===== src/rtl/draw_pkg.sv =====
// Shared types and constants for the plot stream feeding the 160x120 framebuffer.
package draw_pkg;
  localparam int SCREEN_W = 160;
  localparam int SCREEN_H = 120;
  localparam int X_W      = 8;
  localparam int Y_W      = 7;
  localparam int COLOUR_W = 3;
  localparam int ADDR_W   = 15;

  typedef struct packed {
    logic [ADDR_W-1:0]   addr;
    logic [COLOUR_W-1:0] colour;
  } plot_entry_t;

  // y*160 + x via shifts; the largest on-screen result (19199) fits in 15 bits
  function automatic logic [ADDR_W-1:0] calc_addr(input logic [Y_W-1:0] y, input logic [X_W-1:0] x);
    logic [ADDR_W-1:0] y_ext;
    y_ext = {8'd0, y};
    return (y_ext << 7) + (y_ext << 5) + {7'd0, x};
  endfunction
endpackage


===== src/rtl/plot_fifo.sv =====
// First-word fall-through FIFO of plot entries; a push while full (and not popping) is ignored.
module plot_fifo
  import draw_pkg::*;
#(
  parameter int DEPTH = 8
) (
  input  logic        clk,
  input  logic        reset,
  input  logic        push,
  input  logic        pop,
  input  plot_entry_t din,
  output plot_entry_t dout,
  output logic        empty,
  output logic        full
);
  localparam int PTR_W = $clog2(DEPTH);

  plot_entry_t        mem_r [DEPTH];
  logic [PTR_W-1:0]   wr_ptr_r;
  logic [PTR_W-1:0]   rd_ptr_r;
  logic [PTR_W:0]     count_r;
  logic               push_ok_s;
  logic               pop_ok_s;

  // Accept a push when full only if the head leaves in the same cycle
  always_comb begin
    empty     = (count_r == '0);
    full      = (count_r == (PTR_W+1)'(DEPTH));
    pop_ok_s  = pop && !empty;
    push_ok_s = push && (!full || pop_ok_s);
    dout      = mem_r[rd_ptr_r];
  end

  // Entry storage
  always_ff @(posedge clk) begin
    if (push_ok_s) mem_r[wr_ptr_r] <= din;
  end

  // Pointers and occupancy
  always_ff @(posedge clk) begin
    if (reset) begin
      wr_ptr_r <= '0;
      rd_ptr_r <= '0;
      count_r  <= '0;
    end else begin
      if (push_ok_s) wr_ptr_r <= wr_ptr_r + 1'b1;
      if (pop_ok_s)  rd_ptr_r <= rd_ptr_r + 1'b1;
      case ({push_ok_s, pop_ok_s})
        2'b10:   count_r <= count_r + 1'b1;
        2'b01:   count_r <= count_r - 1'b1;
        default: count_r <= count_r;
      endcase
    end
  end
endmodule


===== src/rtl/plot_sink.sv =====
// Clips incoming plot pixels, converts them to framebuffer addresses and buffers
// them ahead of a stallable framebuffer write port.
module plot_sink
  import draw_pkg::*;
#(
  parameter int SCREEN_W   = draw_pkg::SCREEN_W,
  parameter int SCREEN_H   = draw_pkg::SCREEN_H,
  parameter int FIFO_DEPTH = 8
) (
  input  logic                clk,
  input  logic                reset,
  input  logic                plot,
  input  logic [X_W-1:0]      x,
  input  logic [Y_W-1:0]      y,
  input  logic [COLOUR_W-1:0] colour,
  output logic [ADDR_W-1:0]   mem_addr,
  output logic [COLOUR_W-1:0] mem_data,
  output logic                mem_we,
  input  logic                mem_ready,
  output logic                full,
  output logic                overflow,
  output logic [7:0]          clip_count
);
  localparam logic [X_W:0] X_LIM = (X_W+1)'(SCREEN_W);
  localparam logic [Y_W:0] Y_LIM = (Y_W+1)'(SCREEN_H);

  logic        s1_valid_r;
  plot_entry_t s1_entry_r;
  logic [7:0]  clip_count_r;
  logic        overflow_r;
  logic        clip_s;
  logic        pop_s;
  logic        fifo_empty_s;
  logic        fifo_full_s;
  plot_entry_t head_s;

  assign clip_s = ({1'b0, x} >= X_LIM) || ({1'b0, y} >= Y_LIM);
  assign pop_s  = !fifo_empty_s && mem_ready;

  // Stage 1: register the pixel, invalidating it when off-screen
  always_ff @(posedge clk) begin
    if (reset) begin
      s1_valid_r <= 1'b0;
      s1_entry_r <= '0;
    end else begin
      s1_valid_r <= plot && !clip_s;
      if (plot) s1_entry_r <= '{addr: calc_addr(y, x), colour: colour};
    end
  end

  // Saturating clip counter and sticky overflow flag
  always_ff @(posedge clk) begin
    if (reset) begin
      clip_count_r <= 8'd0;
      overflow_r   <= 1'b0;
    end else begin
      if (plot && clip_s && (clip_count_r != 8'hFF)) clip_count_r <= clip_count_r + 8'd1;
      if (s1_valid_r && fifo_full_s && !pop_s) overflow_r <= 1'b1;
    end
  end

  plot_fifo #(.DEPTH(FIFO_DEPTH)) u_fifo (
    .clk   (clk),
    .reset (reset),
    .push  (s1_valid_r),
    .pop   (pop_s),
    .din   (s1_entry_r),
    .dout  (head_s),
    .empty (fifo_empty_s),
    .full  (fifo_full_s)
  );

  // Stale RAM contents never reach the port while the buffer is empty
  assign mem_we     = !fifo_empty_s;
  assign mem_addr   = fifo_empty_s ? '0 : head_s.addr;
  assign mem_data   = fifo_empty_s ? '0 : head_s.colour;
  assign full       = fifo_full_s;
  assign overflow   = overflow_r;
  assign clip_count = clip_count_r;
endmodule


===== config.mk =====
export PLATFORM = sky130hd
export DESIGN_NAME = plot_sink
export DESIGN_NICKNAME = d
export VERILOG_FILES = /design/src/rtl/draw_pkg.sv /design/src/rtl/plot_fifo.sv /design/src/rtl/plot_sink.sv
export SDC_FILE = /design/constraint.sdc
export NUM_CORES = 1
export LEC_CHECK = 0
export BUFFER_PORTS_ARGS = -buffer_cell sky130_fd_sc_hd__buf_2
export CAP_MARGIN = 20
export CORE_ASPECT_RATIO = 1.75
export CORE_MARGIN = 4
export CORE_UTILIZATION = 25
export CTS_CLUSTER_DIAMETER = 50
export DETAILED_ROUTE_END_ITERATION = 16
export MAX_ROUTING_LAYER = met4
export PLACE_DENSITY = 0.52
export SKIP_CTS_REPAIR_TIMING = 1
export SLEW_MARGIN = 10
export SYNTH_ARGS = -nofsm -noshare
export SYNTH_HDL_FRONTEND = slang
export SYNTH_HIERARCHICAL = 1
export SYNTH_SLANG_ARGS = --single-unit

===== constraint.sdc =====
create_clock -name clk -period 10 [get_ports clk]
set_clock_uncertainty 0.2 [all_clocks]
set_input_delay 2 -clock clk [delete_from_list [all_inputs] [get_ports clk]]
set_output_delay 2 -clock clk [all_outputs]
set_load 0.1 [all_outputs]

==> impl_metrics.yaml, run 1 <==
placed_design:
  port_buffers: 50
  post-dp-hpwl_um: 10800
  gp_routability_congestion: 0.726
sta:
  setup_viol: 0
  post-route-min-period_ps: 4750
  worstMarginPinSlew_ps: 950
  worst_hold_slack_ps: 265
  hold_violations: 0
  clock.fmax_ghz: 0.211
  rsz0062_at_grt: "false"
  relSlewSlack: 0.367
  fin_crit_sh: 0.475
  setup_tns_ps: 0
  slew_viol_final: 0
synth:
  ys_warn_count: 6
  synth-edff-count: 144
  synth-main-ff-cell: "edfxtp_1"
  synth_seq_area_share: 0.643
  synthCells: 484
  ys_ff_latch: 185
  syn_area_um2: 8000
  synth.net_count: 527
  syn_avg_cell_area_um2: 16.5
  ys_types: 59
  ys_async_sr_fraction: 0
floorplan:
  chipWidth_um: 143
  die_h_um: 245
  pin_count: 51
  die_area_um2: 35000
  initial_core_util: 0.254
  rows: 86
  core_area_um2: 31500
global_route:
  grt_pass1_wl_um: 25900
  track_usage: 0.102
  grt_max_degree: 44
  grt_pass1_vias: 4597
  overflow: 0
  antenna_found_initial: 0
critical_path:
  path_max_fanout: 27
  cp_cell_sequence: "buf_12 -> mux4_1 -> mux2_2 -> nor2b_1 -> buf_2"
  regToRegSetupSlack_ps: 6640
  cp_data_arrival_time_ps: 2550
  cp-end-kind: "primary output"
  r2r_cells: 11
  cp_top_family: "multiplexers"
  worstSetupPathType: "reg2out"
  required_ps: 7800
  r2r-start: "u_fifo/count_r[1]$_SDFFE_PP0P_"
  cp.buffers_inverters: 2
  r2r-end: "u_fifo/count_r[3]$_SDFFE_PP0P_"
  critPathLaunchType: "flop"
  cp.depth: 5
  cpPeakStageDelay_ps: 580
  slowest_stage: "mux4_1"
cts:
  ctsRootBufferMaster: "clkbuf_16"
  cts.sinks: 185
  h-tree-depth: 4
  clock_latency_ps: 440
  path_clk_slew_ps: 60
  cts-buffers-inserted: 17
  cts_tree: "done"
  clk_path_buf_depth: 2
power_and_ir_drop:
  p_leak_nw: 3.25
  cellPowerDensity_nw_per_um2: 181
  ir_worst_vdd_v: 0.0000697
layout:
  postLayoutCoreUtil: 0.298
  layout.nets: 584
  drive_gt1_frac: 0.238
  area_growth_pct: 17.3
  diodes: 0
routing:
  avgViaCountPerCell: 4.46
  routed_wl_um: 16200
  route.detailed.drc: 0
  routedWlPerCell_um: 17.1
  first_pass_iters: 4
  ant_nets: 0
  vias: 4236
  drt_iter0_drc: 287
min_path:
  min_path_type: "reg2reg"
  hold_start: "overflow$_SDFFE_PP0P_"
  min_path_cells: 2
  hold-path-endpoint: "overflow$_SDFFE_PP0P_"
run_status:
  status: "finished clean"
job:
  cap_viol_max_count: 0
## layout by cell type, fill, tap and decap left out, types with 2 or more instances in the layout
cell type | netlist | layout
a211oi_1 | 5 | 5
a21oi_1 | 17 | 17
and3_1 | 2 | 2
buf_2 | 2 | 50
buf_4 | 1 | 6
buf_8 | 0 | 4
bufinv_16 | 0 | 4
clkbuf_16 | 0 | 17
clkbuf_8 | 6 | 3
clkinv_4 | 0 | 4
dfxtp_1 | 41 | 39
dfxtp_2 | 0 | 2
edfxtp_1 | 144 | 144
fa_1 | 3 | 3
ha_1 | 18 | 18
inv_1 | 15 | 15
mux2_2 | 18 | 18
mux2i_1 | 14 | 14
mux4_1 | 32 | 32
mux4_2 | 4 | 4
nand2_1 | 7 | 7
nand2b_1 | 6 | 6
nand3_1 | 7 | 7
nand3b_1 | 3 | 3
nand4_1 | 2 | 2
nor2_1 | 34 | 33
nor2b_1 | 21 | 21
nor3_4 | 0 | 3
nor3b_1 | 2 | 2
o211ai_1 | 4 | 4
o21ai_0 | 9 | 9
o21bai_1 | 2 | 2
o311ai_0 | 2 | 2
o31ai_1 | 4 | 4
o32ai_1 | 2 | 2
or2_2 | 2 | 2
or3_1 | 4 | 4
or4_1 | 3 | 3
xnor2_1 | 4 | 4
xor2_1 | 4 | 4
## cell usage after synthesis, drive strengths merged (2+ instances only)
cell,number,share of area
a211oi,6,0.0072
a21oi,17,0.011
and3,2,0.0016
buf,8,0.0092
clkbuf,15,0.015
dfxtp,41,0.10
edfxtp,144,0.54
fa,3,0.0075
ha,18,0.028
inv,15,0.0070
mux2,18,0.025
mux2i,14,0.018
mux4,36,0.12
nand2,7,0.0033
nand2b,6,0.0047
nand3,7,0.0044
nand3b,3,0.0028
nand4,3,0.0031
nor2,34,0.016
nor2b,21,0.016
nor3,5,0.0031
nor3b,2,0.0019
o211ai,4,0.0038
o21ai,12,0.0094
o21bai,2,0.0019
o311ai,2,0.0022
o31ai,4,0.0038
o32ai,2,0.0022
or2,2,0.0016
or3,4,0.0031
or4,3,0.0028
xnor2,4,0.0044
xor2,4,0.0044
## registers in the layout, indices dropped and copies added (netlist names), named ones only
register,cells
clip_count,8
overflow,1
s1_entry_r,18
s1_valid_r,1
u_fifo/count_r,4
u_fifo/mem_r,144
u_fifo/rd_ptr_r,3
u_fifo/wr_ptr_r,3
## tightest hold or removal path, stage by stage (launching register included)
cell and delay (ps):
dfxtp_1 320, nor2_1 50, nor2_1 70
## layer usage
metal,wire (um),vias to the layer above,GRT usage
met4,343,0,0.0396
met3,461,19,0.0259
met1,6380,2141,0.108
met2,9040,53,0.182
met5,0,-,-
li1,-,2023,-
## kinds of logic after synthesis
logic type / share of synthesized area
AND/OR/NAND/NOR: 0.0697
buffers and inverters: 0.0310
adder cells (fa/ha/maj): 0.0357
multiplexers: 0.159
XOR/XNOR: 0.00876
flip-flops: 0.643
AO/OA/AOI/OAI: 0.0527
## worst max-delay path by stage
stage and endpoint:
2_1_floorplan u_fifo/mem_r[0][0]$_DFFE_PP_, 3_3_place_gp mem_addr[10], 3_5_place_dp mem_addr[10], 4_1_cts mem_addr[10], 5_1_grt mem_addr[7], 6_report mem_addr[10]
## layout make-up
type,count,area [um2]
Fill cell,3097,22100
Sequential cell,185,5150
Multi-Input combinational cell,261,2660
Tap cell,396,495
Clock buffer,20,467
Timing Repair Buffer,61,375
Clock inverter,12,188
Inverter,15,56.3
## report_power, final
group	switching, W	total, W	internal [W]
Combinational	0.0000783	0.000114	0.0000361
Sequential	0.0000166	0.000862	0.000845
Clock	0.000281	0.000723	0.000442
Total	0.000376	0.00170	0.00132
## through the flow
stage | total power, W | cell area [um2] | instances | setup WS, ps
after global routing | 0.00177 | 9390 | 950 | 5130
after detailed placement | 0.000994 | 8700 | 916 | 5220
after floorplan | 0.000962 | 8000 | 484 | 4900
final | 0.00170 | 9390 | 950 | 5250
after CTS | 0.00172 | 9350 | 948 | 4720
after global placement | 0.000991 | 8650 | 913 | 5240
Power figures use the tool's default switching activity.
==> run 2, diff against run 1 <==
--- a/config.mk
+++ b/config.mk
@@ -13,7 +13,7 @@
 export CTS_CLUSTER_DIAMETER = 50
 export DETAILED_ROUTE_END_ITERATION = 16
 export MAX_ROUTING_LAYER = met4
-export PLACE_DENSITY = 0.52
+export PLACE_DENSITY = 0.53
 export SKIP_CTS_REPAIR_TIMING = 1
 export SLEW_MARGIN = 10
 export SYNTH_ARGS = -nofsm -noshare
==> constraint.sdc (replaced) <==
create_clock -name clk -period 4.25 [get_ports clk]
set_clock_uncertainty 0.2 [all_clocks]
set_input_delay 0.85 -clock clk [delete_from_list [all_inputs] [get_ports clk]]
set_output_delay 0.85 -clock clk [all_outputs]
set_load 0.1 [all_outputs]
==> impl_metrics.yaml, run 2 (synthesis results as in run 1) <==
cts:
  path_clk_slew_ps: 60
  ctsRootBufferMaster: "clkbuf_16"
  cts_tree: "done"
  clock_latency_ps: 430
  h-tree-depth: 4
  clk_path_buf_depth: 2
  cts-buffers-inserted: 17
  cts.sinks: 185
layout:
  multi_input_area_um2: 2660
  diodes: 0
  fin_cells: 952
  drive_gt1_frac: 0.236
  layout.nets: 586
  final_cell_mix: "144 x edfxtp_1, 50 x buf_2, 40 x dfxtp_1, 33 x nor2_1, 32 x mux4_1"
  fillers: 3122
  seq_area_um2: 5150
  final_common_cell: "edfxtp_1"
  fin_area_um2: 9310
  area_growth_pct: 16.4
  largest_reg_flops: 144
  largest-register: "u_fifo/mem_r"
power_and_ir_drop:
  p_leak_nw: 3.21
  combPwrFrac: 0.070
  p_clk_frac: 0.405
  power.internal_w: 0.00295
  seq_power_share: 0.525
  switching_share: 0.235
  cellPowerDensity_nw_per_um2: 415
  ir_worst_vdd_v: 0.000187
  p_switching_w: 0.000908
sta:
  fin_crit_sh: 0.851
  hold_violations: 0
  setup_viol: 0
  clock.fmax_ghz: 0.277
  worst_hold_slack_ps: 276
  worstMarginPinSlew_ps: 711
  slew_viol_final: 0
  rsz0062_at_grt: "false"
  relSlewSlack: 0.526
  post-route-min-period_ps: 3620
  setup_tns_ps: 0
placed_design:
  post-dp-hpwl_um: 11100
  gp_routability_congestion: 0.744
  port_buffers: 50
  place_area_um2: 8720
  place_inst: 920
critical_path:
  cp_top_family: "simple AND/OR/NAND/NOR gates"
  cp_data_arrival_time_ps: 3760
  path_max_fanout: 20
  slowest_stage: "nor2b_1"
  required_ps: 4390
  cp.buffers_inverters: 2
  cp-end-kind: "flop"
  critPathLaunchType: "flop"
  cpPeakStageDelay_ps: 500
  worstSetupPathType: "reg2reg"
  cp_cell_sequence: "or3_1 -> nor2_2 -> buf_4 -> nor2b_1 -> o21ai_2 -> or2_2 -> inv_1 -> ha_1 -> a21oi_1 -> nor4bb_1 -> o21bai_1 -> a31oi_1"
global_route:
  grt_pass1_wl_um: 26800
  grt_pass1_vias: 4746
  antenna_found_initial: 0
  grt_max_degree: 37
  track_usage: 0.104
  overflow: 0
floorplan:
  initial_core_util: 0.254
  core_area_um2: 31500
  chipWidth_um: 143
  rows: 86
  die_area_um2: 35000
  die_h_um: 245
  pin_count: 51
job:
  cap_viol_max_count: 0
routing:
  vias: 4301
  route.detailed.drc: 0
  routed_wl_um: 16700
  routedWlPerCell_um: 17.6
  avgViaCountPerCell: 4.52
  first_pass_iters: 4
  ant_nets: 0
  drt_iter0_drc: 172
min_path:
  min_path_type: "reg2reg"
run_status:
  status: "finished clean"
## run 2: final timing paths
check | from | endpoint | slack [ps] | depth (start not counted)
max | u_fifo/count_r[0]$_SDFFE_PP0P_ | u_fifo/count_r[3]$_SDFFE_PP0P_ | 630 | 12
min | overflow$_SDFFE_PP0P_ | overflow$_SDFFE_PP0P_ | 280 | 2
max reg2reg | u_fifo/count_r[0]$_SDFFE_PP0P_ | u_fifo/count_r[3]$_SDFFE_PP0P_ | 630 | 12
min reg2reg | overflow$_SDFFE_PP0P_ | overflow$_SDFFE_PP0P_ | 280 | 2
## run 2: through the flow
stage | power (W) | setup slack [ps] | util
3_5_place_dp | 0.00234 | 718 | 0.277
5_1_grt | 0.00403 | 400 | 0.295
3_3_place_gp | 0.00234 | 928 | 0.277
4_1_cts | 0.00392 | 669 | 0.295
6_report | 0.00386 | 634 | 0.295
2_1_floorplan | 0.00226 | 296 | -
## run 2: worst min-delay path, delay by kind of cell, from the launching register on
kind             cells  cell delay, ps
flip-flops           1             320
AND/OR/NAND/NOR      2             120
## run 2: area by class of cell
cell class,instances,share of cell area
clock buffers,18,0.0461
clock inverters,14,0.0175
inverters,15,0.00605
multi-input cells,261,0.286
flip-flops and latches,185,0.553
well taps,396,0.0532
repair buffers,63,0.0387
## run 2: metal layers
| metal | global-route usage | vias up | wire length [um] |
|---|---|---|---|
| met5 | - | - | 0 |
| met4 | 0.0360 | 0 | 293 |
| met3 | 0.0203 | 16 | 416 |
| met2 | 0.197 | 64 | 9830 |
| met1 | 0.105 | 2197 | 6190 |
| li1 | - | 2024 | - |
## run 2: power by group through the flow
stage	clock network, W	registers [W]	logic, W
5_1_grt	0.00169	0.00204	0.000298
3_5_place_dp	0	0.00207	0.000274
4_1_cts	0.00161	0.00203	0.000276
3_3_place_gp	0	0.00207	0.000272
2_1_floorplan	0	0.00206	0.000205
6_report	0.00156	0.00203	0.000270
==> run 3, diff against run 2 <==
--- a/config.mk
+++ b/config.mk
@@ -9,11 +9,11 @@
 export CAP_MARGIN = 20
 export CORE_ASPECT_RATIO = 1.75
 export CORE_MARGIN = 4
-export CORE_UTILIZATION = 25
+export CORE_UTILIZATION = 54
 export CTS_CLUSTER_DIAMETER = 50
 export DETAILED_ROUTE_END_ITERATION = 16
 export MAX_ROUTING_LAYER = met4
-export PLACE_DENSITY = 0.53
+export PLACE_DENSITY = 0.87
 export SKIP_CTS_REPAIR_TIMING = 1
 export SLEW_MARGIN = 10
 export SYNTH_ARGS = -nofsm -noshare
==> impl_metrics.yaml, run 3 (synthesis results as in run 1) <==
run_status:
  status: "finished clean"
critical_path:
  cp_cell_sequence: "buf_4 -> mux4_1 -> mux2_2 -> nor2b_1 -> buf_2"
  regToRegSetupSlack_ps: 840
  path_max_fanout: 36
  cpPeakStageDelay_ps: 680
  critPathLaunchType: "flop"
  cp_data_arrival_time_ps: 2650
  required_ps: 3200
  cp_top_family: "multiplexers"
  cp-end-kind: "primary output"
  worstSetupPathType: "reg2out"
  slowest_stage: "mux4_1"
  cp.buffers_inverters: 2
routing:
  routed_wl_um: 15400
  ant_nets: 0
  avgViaCountPerCell: 5.89
  vias: 4322
  route.detailed.drc: 0
  drt_iter0_drc: 313
  first_pass_iters: 5
  routedWlPerCell_um: 20.9
power_and_ir_drop:
  ir_worst_vdd_v: 0.000318
  p_leak_nw: 3.20
  totalPowerFinal_w: 0.00388
  cellPowerDensity_nw_per_um2: 431
cts:
  h-tree-depth: 4
  path_clk_slew_ps: 70
  ctsRootBufferMaster: "clkbuf_16"
  clock_latency_ps: 420
  cts-buffers-inserted: 17
  clk_path_buf_depth: 2
  cts.sinks: 185
  cts_tree: "done"
placed_design:
  post-dp-hpwl_um: 9390
  port_buffers: 50
  gp_routability_congestion: 0.810
  dp_slack_ps: 849
  place_area_um2: 8410
layout:
  largest-register: "u_fifo/mem_r"
  fillers: 998
  fin_area_um2: 9010
  postLayoutCoreUtil: 0.624
  largest_reg_flops: 144
  area_growth_pct: 12.6
  layout.nets: 584
  diodes: 0
  final_cell_mix: "144 x edfxtp_1, 50 x buf_2, 40 x dfxtp_1, 34 x nor2_1, 32 x mux4_1"
  drive_gt1_frac: 0.229
  final_common_cell: "edfxtp_1"
floorplan:
  rows: 58
  pin_count: 51
  die_h_um: 169
  chipWidth_um: 100
  core_area_um2: 14400
  initial_core_util: 0.554
  die_area_um2: 16900
global_route:
  grt_pass1_wl_um: 24400
  track_usage: 0.199
  grt_pass1_vias: 4558
  overflow: 0
  grt_max_degree: 44
  antenna_found_initial: 0
sta:
  clock.fmax_ghz: 0.270
  setup_viol: 0
  setup_tns_ps: 0
  worstMarginPinSlew_ps: 1090
  slew_viol_final: 0
  fin_crit_sh: 0.871
  relSlewSlack: 0.271
  setup_ws_ps: 549
  rsz0062_at_grt: "false"
  post-route-min-period_ps: 3700
  hold_violations: 0
min_path:
  min_path_type: "reg2reg"
job:
  cap_viol_max_count: 0
-- run 3: changes by cell type in the layout (fill, tap and decap cells not counted), sizes merged --
cell	delta
clkbuf	+1
bufinv	+1
inv	-2
buf	-2
-- run 3: path summary, 6_finish.rpt --
path / endpoint / startpoint / cells after the start
hold reg to reg: overflow$_SDFFE_PP0P_ / overflow$_SDFFE_PP0P_ / 2
setup / recovery: mem_addr[13] / flop / 5
hold / removal: overflow$_SDFFE_PP0P_ / overflow$_SDFFE_PP0P_ / 2
setup reg to reg: u_fifo/count_r[3]$_SDFFE_PP0P_ / u_fifo/count_r[0]$_SDFFE_PP0P_ / 12
-- run 3: stage by stage --
stage	hold WS [ps]	cells
2_1_floorplan	285	484
3_3_place_gp	268	702
3_5_place_dp	266	702
4_1_cts	293	734
5_1_grt	342	734
6_report	285	734
-- run 3: final cells by class --
type	count	area, um2	area share
clock buffers	19	433	0.0480
inverters	15	56.3	0.00625
flip-flops and latches	185	5150	0.571
multi-input cells	261	2650	0.294
clock inverters	13	169	0.0187
well taps	180	225	0.0250
repair buffers	61	333	0.0369
-- run 3: report_power, final --
| group | total [W] | switching [W] | internal (W) |
|---|---|---|---|
| registers | 0.00203 | 0.0000420 | 0.00199 |
| logic | 0.000265 | 0.000182 | 0.0000829 |
| clock network | 0.00158 | 0.000652 | 0.000932 |
-- run 3: routing by layer --
layer / global-route usage / part of all wire / routed length, um
met1: 0.225 / 0.38 / 5790
met2: 0.353 / 0.56 / 8670
met3: 0.0305 / 0.038 / 583
met4: 0.0710 / 0.021 / 315
met5: - / 0 / 0
-- run 3: worst min-delay path: stages (launching register included) --
cell and delay [ps]:
dfxtp_1 330, nor2_1 50, nor2_1 70
